--- src/rtl/dmem_if.sv ---
// Bus bundle between the MEM stage, the data-memory port sequencer and the
// data memory. The sequencer itself uses the slave view; whatever drives the
// stage request and the memory response uses the master view.
interface dmem_if;
  // Stage request side
  logic        req_rw;
  logic        wr_en;
  logic        byte_op;
  logic [15:0] addr;
  logic [15:0] wdata;
  // Memory response side
  logic        mem_resp;
  logic [15:0] mem_rdata;
  // Held memory request
  logic        mem_read;
  logic        mem_write;
  logic [15:0] mem_address;
  logic [1:0]  mem_byte_enable;
  logic [15:0] mem_wdata;
  // Pipeline feedback
  logic        stall;
  logic [15:0] rdata;
  logic        rdata_valid;

  modport slave (
    input  req_rw, wr_en, byte_op, addr, wdata, mem_resp, mem_rdata,
    output mem_read, mem_write, mem_address, mem_byte_enable, mem_wdata,
    output stall, rdata, rdata_valid
  );

  modport master (
    output req_rw, wr_en, byte_op, addr, wdata, mem_resp, mem_rdata,
    input  mem_read, mem_write, mem_address, mem_byte_enable, mem_wdata,
    input  stall, rdata, rdata_valid
  );
endinterface

--- src/rtl/dmem_port.sv ---
// Data-memory port sequencer for the MEM stage. Accepts a one-cycle stage
// request, holds it on the memory bus until mem_resp, stalls the pipeline in
// the meantime, formats load data and counts stall cycles.
module dmem_port #(
  parameter int CNT_W = 16
) (
  input  logic             clk,
  input  logic             rst,
  dmem_if.slave            bus,
  output logic [CNT_W-1:0] stall_cycles
);

  typedef enum logic {IDLE, BUSY} state_t;

  state_t           state_q, state_d;
  logic             mem_read_q, mem_read_d;
  logic             mem_write_q, mem_write_d;
  logic [15:0]      mem_address_q, mem_address_d;
  logic [1:0]       mem_byte_enable_q, mem_byte_enable_d;
  logic [15:0]      mem_wdata_q, mem_wdata_d;
  logic             lane_q, lane_d;      // latched addr[0], picks the load byte
  logic             byte_q, byte_d;      // latched byte_op, picks load format
  logic [CNT_W-1:0] cnt_q, cnt_d;

  logic             stall;
  logic             byte_wr;
  logic             rdata_valid;
  logic [7:0]       load_byte;
  logic [15:0]      rdata;

  // Next-state and request-latch logic; mem_* only change on accept or on response.
  always_comb begin
    state_d           = state_q;
    mem_read_d        = mem_read_q;
    mem_write_d       = mem_write_q;
    mem_address_d     = mem_address_q;
    mem_byte_enable_d = mem_byte_enable_q;
    mem_wdata_d       = mem_wdata_q;
    lane_d            = lane_q;
    byte_d            = byte_q;
    byte_wr           = bus.wr_en & bus.byte_op;
    case (state_q)
      IDLE: begin
        if (bus.req_rw) begin
          state_d           = BUSY;
          mem_read_d        = ~bus.wr_en;
          mem_write_d       = bus.wr_en;
          mem_address_d     = {bus.addr[15:1], 1'b0};
          // Byte stores drive a single lane and replicate the byte on both halves
          mem_byte_enable_d = byte_wr ? (bus.addr[0] ? 2'b10 : 2'b01) : 2'b11;
          mem_wdata_d       = byte_wr ? {bus.wdata[7:0], bus.wdata[7:0]} : bus.wdata;
          lane_d            = bus.addr[0];
          byte_d            = bus.byte_op;
        end
      end
      BUSY: begin
        if (bus.mem_resp) begin
          state_d     = IDLE;
          mem_read_d  = 1'b0;
          mem_write_d = 1'b0;
        end
      end
      default: state_d = IDLE;
    endcase
  end

  // Stall is combinational so the stage freezes in its own request cycle.
  always_comb begin
    stall = ((state_q == IDLE) & bus.req_rw) | ((state_q == BUSY) & ~bus.mem_resp);
    cnt_d = cnt_q;
    if (stall && (cnt_q != {CNT_W{1'b1}})) begin
      cnt_d = cnt_q + 1'b1;
    end
  end

  // Load formatting: byte loads pick the latched lane and sign-extend.
  always_comb begin
    rdata_valid = (state_q == BUSY) & bus.mem_resp & mem_read_q;
    load_byte   = lane_q ? bus.mem_rdata[15:8] : bus.mem_rdata[7:0];
    rdata       = 16'h0000;
    if (rdata_valid) begin
      rdata = byte_q ? {{8{load_byte[7]}}, load_byte} : bus.mem_rdata;
    end
  end

  // State and held-request registers; reset wins over accept and response.
  always_ff @(posedge clk) begin
    if (rst) begin
      state_q           <= IDLE;
      mem_read_q        <= 1'b0;
      mem_write_q       <= 1'b0;
      mem_address_q     <= 16'h0000;
      mem_byte_enable_q <= 2'b00;
      mem_wdata_q       <= 16'h0000;
      lane_q            <= 1'b0;
      byte_q            <= 1'b0;
      cnt_q             <= '0;
    end else begin
      state_q           <= state_d;
      mem_read_q        <= mem_read_d;
      mem_write_q       <= mem_write_d;
      mem_address_q     <= mem_address_d;
      mem_byte_enable_q <= mem_byte_enable_d;
      mem_wdata_q       <= mem_wdata_d;
      lane_q            <= lane_d;
      byte_q            <= byte_d;
      cnt_q             <= cnt_d;
    end
  end

  assign bus.mem_read        = mem_read_q;
  assign bus.mem_write       = mem_write_q;
  assign bus.mem_address     = mem_address_q;
  assign bus.mem_byte_enable = mem_byte_enable_q;
  assign bus.mem_wdata       = mem_wdata_q;
  assign bus.stall           = stall;
  assign bus.rdata           = rdata;
  assign bus.rdata_valid     = rdata_valid;
  assign stall_cycles        = cnt_q;

endmodule

--- src/flat_wrapper.sv ---
// flat-port wrapper written by rule: the top's interface ports become plain ports
module dmem_port_flat 
#(
  parameter int CNT_W = 16
)
  (clk, rst, stall_cycles, bus_req_rw, bus_wr_en, bus_byte_op, bus_addr, bus_wdata, bus_mem_resp, bus_mem_rdata, bus_mem_read, bus_mem_write, bus_mem_address, bus_mem_byte_enable, bus_mem_wdata, bus_stall, bus_rdata, bus_rdata_valid);
  dmem_if bus_i ();
  input  logic clk;
  input  logic rst;
  output logic [CNT_W-1:0] stall_cycles;
  input wire logic [$bits(bus_i.req_rw)-1:0] bus_req_rw;
  input wire logic [$bits(bus_i.wr_en)-1:0] bus_wr_en;
  input wire logic [$bits(bus_i.byte_op)-1:0] bus_byte_op;
  input wire logic [$bits(bus_i.addr)-1:0] bus_addr;
  input wire logic [$bits(bus_i.wdata)-1:0] bus_wdata;
  input wire logic [$bits(bus_i.mem_resp)-1:0] bus_mem_resp;
  input wire logic [$bits(bus_i.mem_rdata)-1:0] bus_mem_rdata;
  output wire logic [$bits(bus_i.mem_read)-1:0] bus_mem_read;
  output wire logic [$bits(bus_i.mem_write)-1:0] bus_mem_write;
  output wire logic [$bits(bus_i.mem_address)-1:0] bus_mem_address;
  output wire logic [$bits(bus_i.mem_byte_enable)-1:0] bus_mem_byte_enable;
  output wire logic [$bits(bus_i.mem_wdata)-1:0] bus_mem_wdata;
  output wire logic [$bits(bus_i.stall)-1:0] bus_stall;
  output wire logic [$bits(bus_i.rdata)-1:0] bus_rdata;
  output wire logic [$bits(bus_i.rdata_valid)-1:0] bus_rdata_valid;
  assign bus_i.req_rw = bus_req_rw;
  assign bus_i.wr_en = bus_wr_en;
  assign bus_i.byte_op = bus_byte_op;
  assign bus_i.addr = bus_addr;
  assign bus_i.wdata = bus_wdata;
  assign bus_i.mem_resp = bus_mem_resp;
  assign bus_i.mem_rdata = bus_mem_rdata;
  assign bus_mem_read = bus_i.mem_read;
  assign bus_mem_write = bus_i.mem_write;
  assign bus_mem_address = bus_i.mem_address;
  assign bus_mem_byte_enable = bus_i.mem_byte_enable;
  assign bus_mem_wdata = bus_i.mem_wdata;
  assign bus_stall = bus_i.stall;
  assign bus_rdata = bus_i.rdata;
  assign bus_rdata_valid = bus_i.rdata_valid;
  dmem_port #(.CNT_W(CNT_W)) u_core (.clk(clk), .rst(rst), .bus(bus_i), .stall_cycles(stall_cycles));
endmodule
--- config.mk ---
export PLATFORM = sky130hd
export DESIGN_NAME = dmem_port_flat
export DESIGN_NICKNAME = d
export VERILOG_FILES = /design/src/rtl/dmem_if.sv /design/src/rtl/dmem_port.sv /design/src/flat_wrapper.sv
export SDC_FILE = /design/constraint.sdc
export NUM_CORES = 1
export LEC_CHECK = 0
export CAP_MARGIN = 20
export CORE_ASPECT_RATIO = 1.1
export CORE_UTILIZATION = 36
export CTS_CLUSTER_SIZE = 16
export DETAILED_ROUTE_END_ITERATION = 16
export PLACE_DENSITY = 0.76
export SLEW_MARGIN = 15
export SYNTH_ARGS = -nofsm -noshare
export SYNTH_HDL_FRONTEND = slang
export SYNTH_SLANG_ARGS = --single-unit
export TNS_END_PERCENT = 50
--- constraint.sdc ---
create_clock -name clk -period 1.8 [get_ports clk]
set_clock_uncertainty 0.1 [all_clocks]
set_input_delay 0.18 -clock clk [delete_from_list [all_inputs] [get_ports clk]]
set_output_delay 0.18 -clock clk [all_outputs]
set_load 0.02 [all_outputs]
==> results.toml <==
[cells_and_area]
final_cell_mix = "clkdlybuf4s50_1, nand2_1, a21oi_1"
syn_to_final_growth_pct = 69.2
multiInputGateArea_sq_mm = 0.00132
drive_above_1_share = 0.207
design_area_sq_mm = 0.00414
final_common_cell = "clkdlybuf4s50_1"
layout.nets = 523
diodes = 0
fin_util = 0.628
regArea_sq_mm = 0.00111
n_fill_cell = 590

[flow_run]
maxCapViolations = 0

[global_routing]
met2_usage = 0.341
track_usage = 0.195
grt_util_met3 = 0.0433
grt.overflow.total = 0
antenna_found_initial = 0
grt-busiest-layer = "met2"
grt_use_met1 = 0.239
grt_start_max_net_pins = 45
grt_first_pass_wirelength_um = 10900
grt_pass1_vias = 2412

[clocking]
root_buffer = "clkbuf_8"
cts.clk_slew.worst_paths_ps = 90
cts_tree = "built"
clockBufferDepth = 2
numCtsBuffers = 5
clkSinkCount = 54
clk_latency_ps = 300
htreeDepth = 2

[setup_path]
crit_path_start_kind = "flip-flop"
r2r-end = "u_core.stall_cycles[15]$_SDFFE_PP0P_"
rr_worst_depth = 6
critPathMaxFanout = 5
cpMaxStageDelayCell = "or4_4"
endpoint_kind = "flip-flop"
regToRegSetupSlack_ps = -100
r2r_start = "u_core.stall_cycles[15]$_SDFFE_PP0P_"
max_stage_delay_ps = 610
cp.depth = 6
critPathKind = "reg -> reg"
path_cells = "nand4_1, or4_4, o21ai_4, buf_4, o21ai_0, a21oi_1"
crit_required_ps = 1920
arrival_ps = 2020
worst-path-buf-inv = 1
path_delay_family = "simple AND/OR/NAND/NOR gates"

[worst_hold_path]
min_to = "u_core.stall_cycles[6]$_SDFFE_PP0P_"
hold_class = "in -> reg"
hold_depth = 2
hold_path.startpoint = "rst"

[routing]
vias = 2782
finalWirelength_um = 7260
avgRoutedWirePerCell_um = 13.2
avgViaCountPerCell = 5.05
drc = 0
drt_iter0_drc = 84
drtPass1Iterations = 4
ant_nets = 0

[floorplan]
io_pins = 124
fp.coreArea_sq_mm = 0.00659
die_area_sq_mm = 0.00713
num_rows = 31
dieWidth_um = 80.6
initial_utilization = 0.371
fp.dieH_um = 88.5

[timing]
finalMaxSlewViolations = 0
finalSetupTns_ps = -317
finalCriticalPeriod_ps = 1900
finalHoldViolCount = 0
finalSetupViolCount = 7
fin_ws_ps = -98.3
fmax_ghz = 0.527
rsz0062_at_grt = "yes"
fin_crit_sh = 1.05
hold-worst-slack_ps = 200

[run_status]
violations = "negative setup slack"
status = "complete, but fails checks"

[yosys]
synth_seq_area_share = 0.442
synth_async_sr_flop_share = 0
syn_area_sq_mm = 0.00245
syn_inst = 318
yosysUniqueCellTypes = 38
synth_ff_type = "dfxtp_1"
synth_fp_nets = 373
yosysWarnings = 0
synth_area_per_cell_sq_um = 7.70
synth_edf_count = 0
synth-seq-cells = 54

[place]
place_congestion = 0.795
io_buffers = 122
dpl-instance-area_sq_mm = 0.00404
pre_cts_ws_ps = -281
hpwl_um = 5280

[power]
combPwrFrac = 0.221
clockPowerShare = 0.295
intPower_mw = 1.98
p_sw_mw = 0.688
peakVddDrop_uv = 468
powerDensity_mw_per_mm2 = 644
p_seq_frac = 0.484
sw_frac_of_total = 0.258
p_leak_nw = 1.62
how the worst max path moves through the flow:
stage,start,to,slack (ps)
final,u_core.stall_cycles[15]$_SDFFE_PP0P_,u_core.stall_cycles[15]$_SDFFE_PP0P_,-100
after global routing,u_core.stall_cycles[15]$_SDFFE_PP0P_,u_core.stall_cycles[15]$_SDFFE_PP0P_,-190
after CTS,u_core.stall_cycles[14]$_SDFFE_PP0P_,u_core.stall_cycles[0]$_SDFFE_PP0P_,-110
after detailed placement,bus_mem_rdata[15],bus_rdata[8],-280
after global placement,bus_mem_rdata[7],bus_rdata[11],-240
after floorplan,u_core.stall_cycles[0]$_SDFFE_PP0P_,u_core.stall_cycles[14]$_SDFFE_PP0P_,-50
power groups by stage:
stage / clock network [mW] / registers (mW) / logic (mW)
2_1_floorplan: 0 / 1.38 / 0.190
3_3_place_gp: 0 / 1.31 / 0.574
3_5_place_dp: 0 / 1.32 / 0.582
4_1_cts: 0.816 / 1.29 / 0.584
5_1_grt: 0.868 / 1.30 / 0.639
6_report: 0.786 / 1.29 / 0.588
worst register-to-register path, stage by stage, from the launching register on:
cell and delay (ps):
dfxtp_2 340, nand4_1 160, or4_4 610, o21ai_4 230, buf_4 140, o21ai_0 90
a21oi_1 150
synth_stat cells (2+ instances only):
cell | count | share of area
mux2i_1 | 2 | 0.0082
nand2_1 | 72 | 0.11
a31oi_1 | 2 | 0.0051
nand4_1 | 4 | 0.010
clkbuf_1 | 19 | 0.029
xor2_1 | 8 | 0.029
a21oi_1 | 47 | 0.096
nand2b_1 | 11 | 0.028
xnor2_1 | 2 | 0.0072
buf_1 | 2 | 0.0031
inv_1 | 3 | 0.0046
o211ai_1 | 3 | 0.0092
nor4_2 | 2 | 0.010
nand3_1 | 20 | 0.041
dfxtp_1 | 54 | 0.44
nand3_2 | 3 | 0.012
a311oi_1 | 9 | 0.032
nor3_1 | 3 | 0.0061
o21ai_0 | 6 | 0.012
or3_1 | 2 | 0.0051
nor2_1 | 27 | 0.041
area by class of cell:
class / instances / share of cell area
repair buffers: 165 / 0.360
clock inverters: 1 / 0.00725
inverters: 3 / 0.00272
well taps: 82 / 0.0248
clock buffers: 7 / 0.0184
flip-flops and latches: 54 / 0.268
multi-input cells: 239 / 0.319
through the flow:
| step | total power [mW] | cells |
|---|---|---|
| floorplan | 1.57 | 318 |
| global placement | 1.89 | 539 |
| detailed placement | 1.90 | 539 |
| CTS | 2.69 | 547 |
| global route | 2.81 | 551 |
| finish | 2.67 | 551 |
state kept, by name (all words and copies together) (netlist names):
register,count
u_core.state_q,1
u_core.stall_cycles,16
u_core.bus.mem_address,15
u_core.bus.mem_wdata,16
u_core.bus.mem_read,1
u_core.lane_q,1
u_core.bus.mem_byte_enable,2
u_core.byte_q,1
u_core.bus.mem_write,1
cells by family (layout without fill, tap and decap cells):
| logic type | count (synthesis) | in the layout | share of synthesized area |
|---|---|---|---|
| flip-flops | 54 | 54 | 0.442 |
| adder cells (fa/ha/maj) | 1 | 1 | 0.00511 |
| other | 1 | 1 | 0.00153 |
| multiplexers | 3 | 3 | 0.0128 |
| buffers and inverters | 26 | 176 | 0.0419 |
| XOR/XNOR | 10 | 10 | 0.0358 |
| AO/OA/AOI/OAI | 74 | 74 | 0.183 |
| AND/OR/NAND/NOR | 149 | 150 | 0.279 |
metal layers:
| layer | vias up | part of all wire |
|---|---|---|
| li1 | 1388 | - |
| met5 | - | 0 |
| met1 | 1297 | 0.42 |
| met2 | 91 | 0.50 |
| met4 | 0 | 0.0092 |
| met3 | 6 | 0.066 |
repair_timing:
action                                 CTS  global route
pin swaps                                0             6
gates resized for setup                 39            27
hold buffers                             0             0
endpoints found under the hold margin    0             0
setup endpoints to repair               25            26
gates cloned                             0             1
buffers inserted                         0             4
Note: power is estimated with default switching activity, not from simulation.
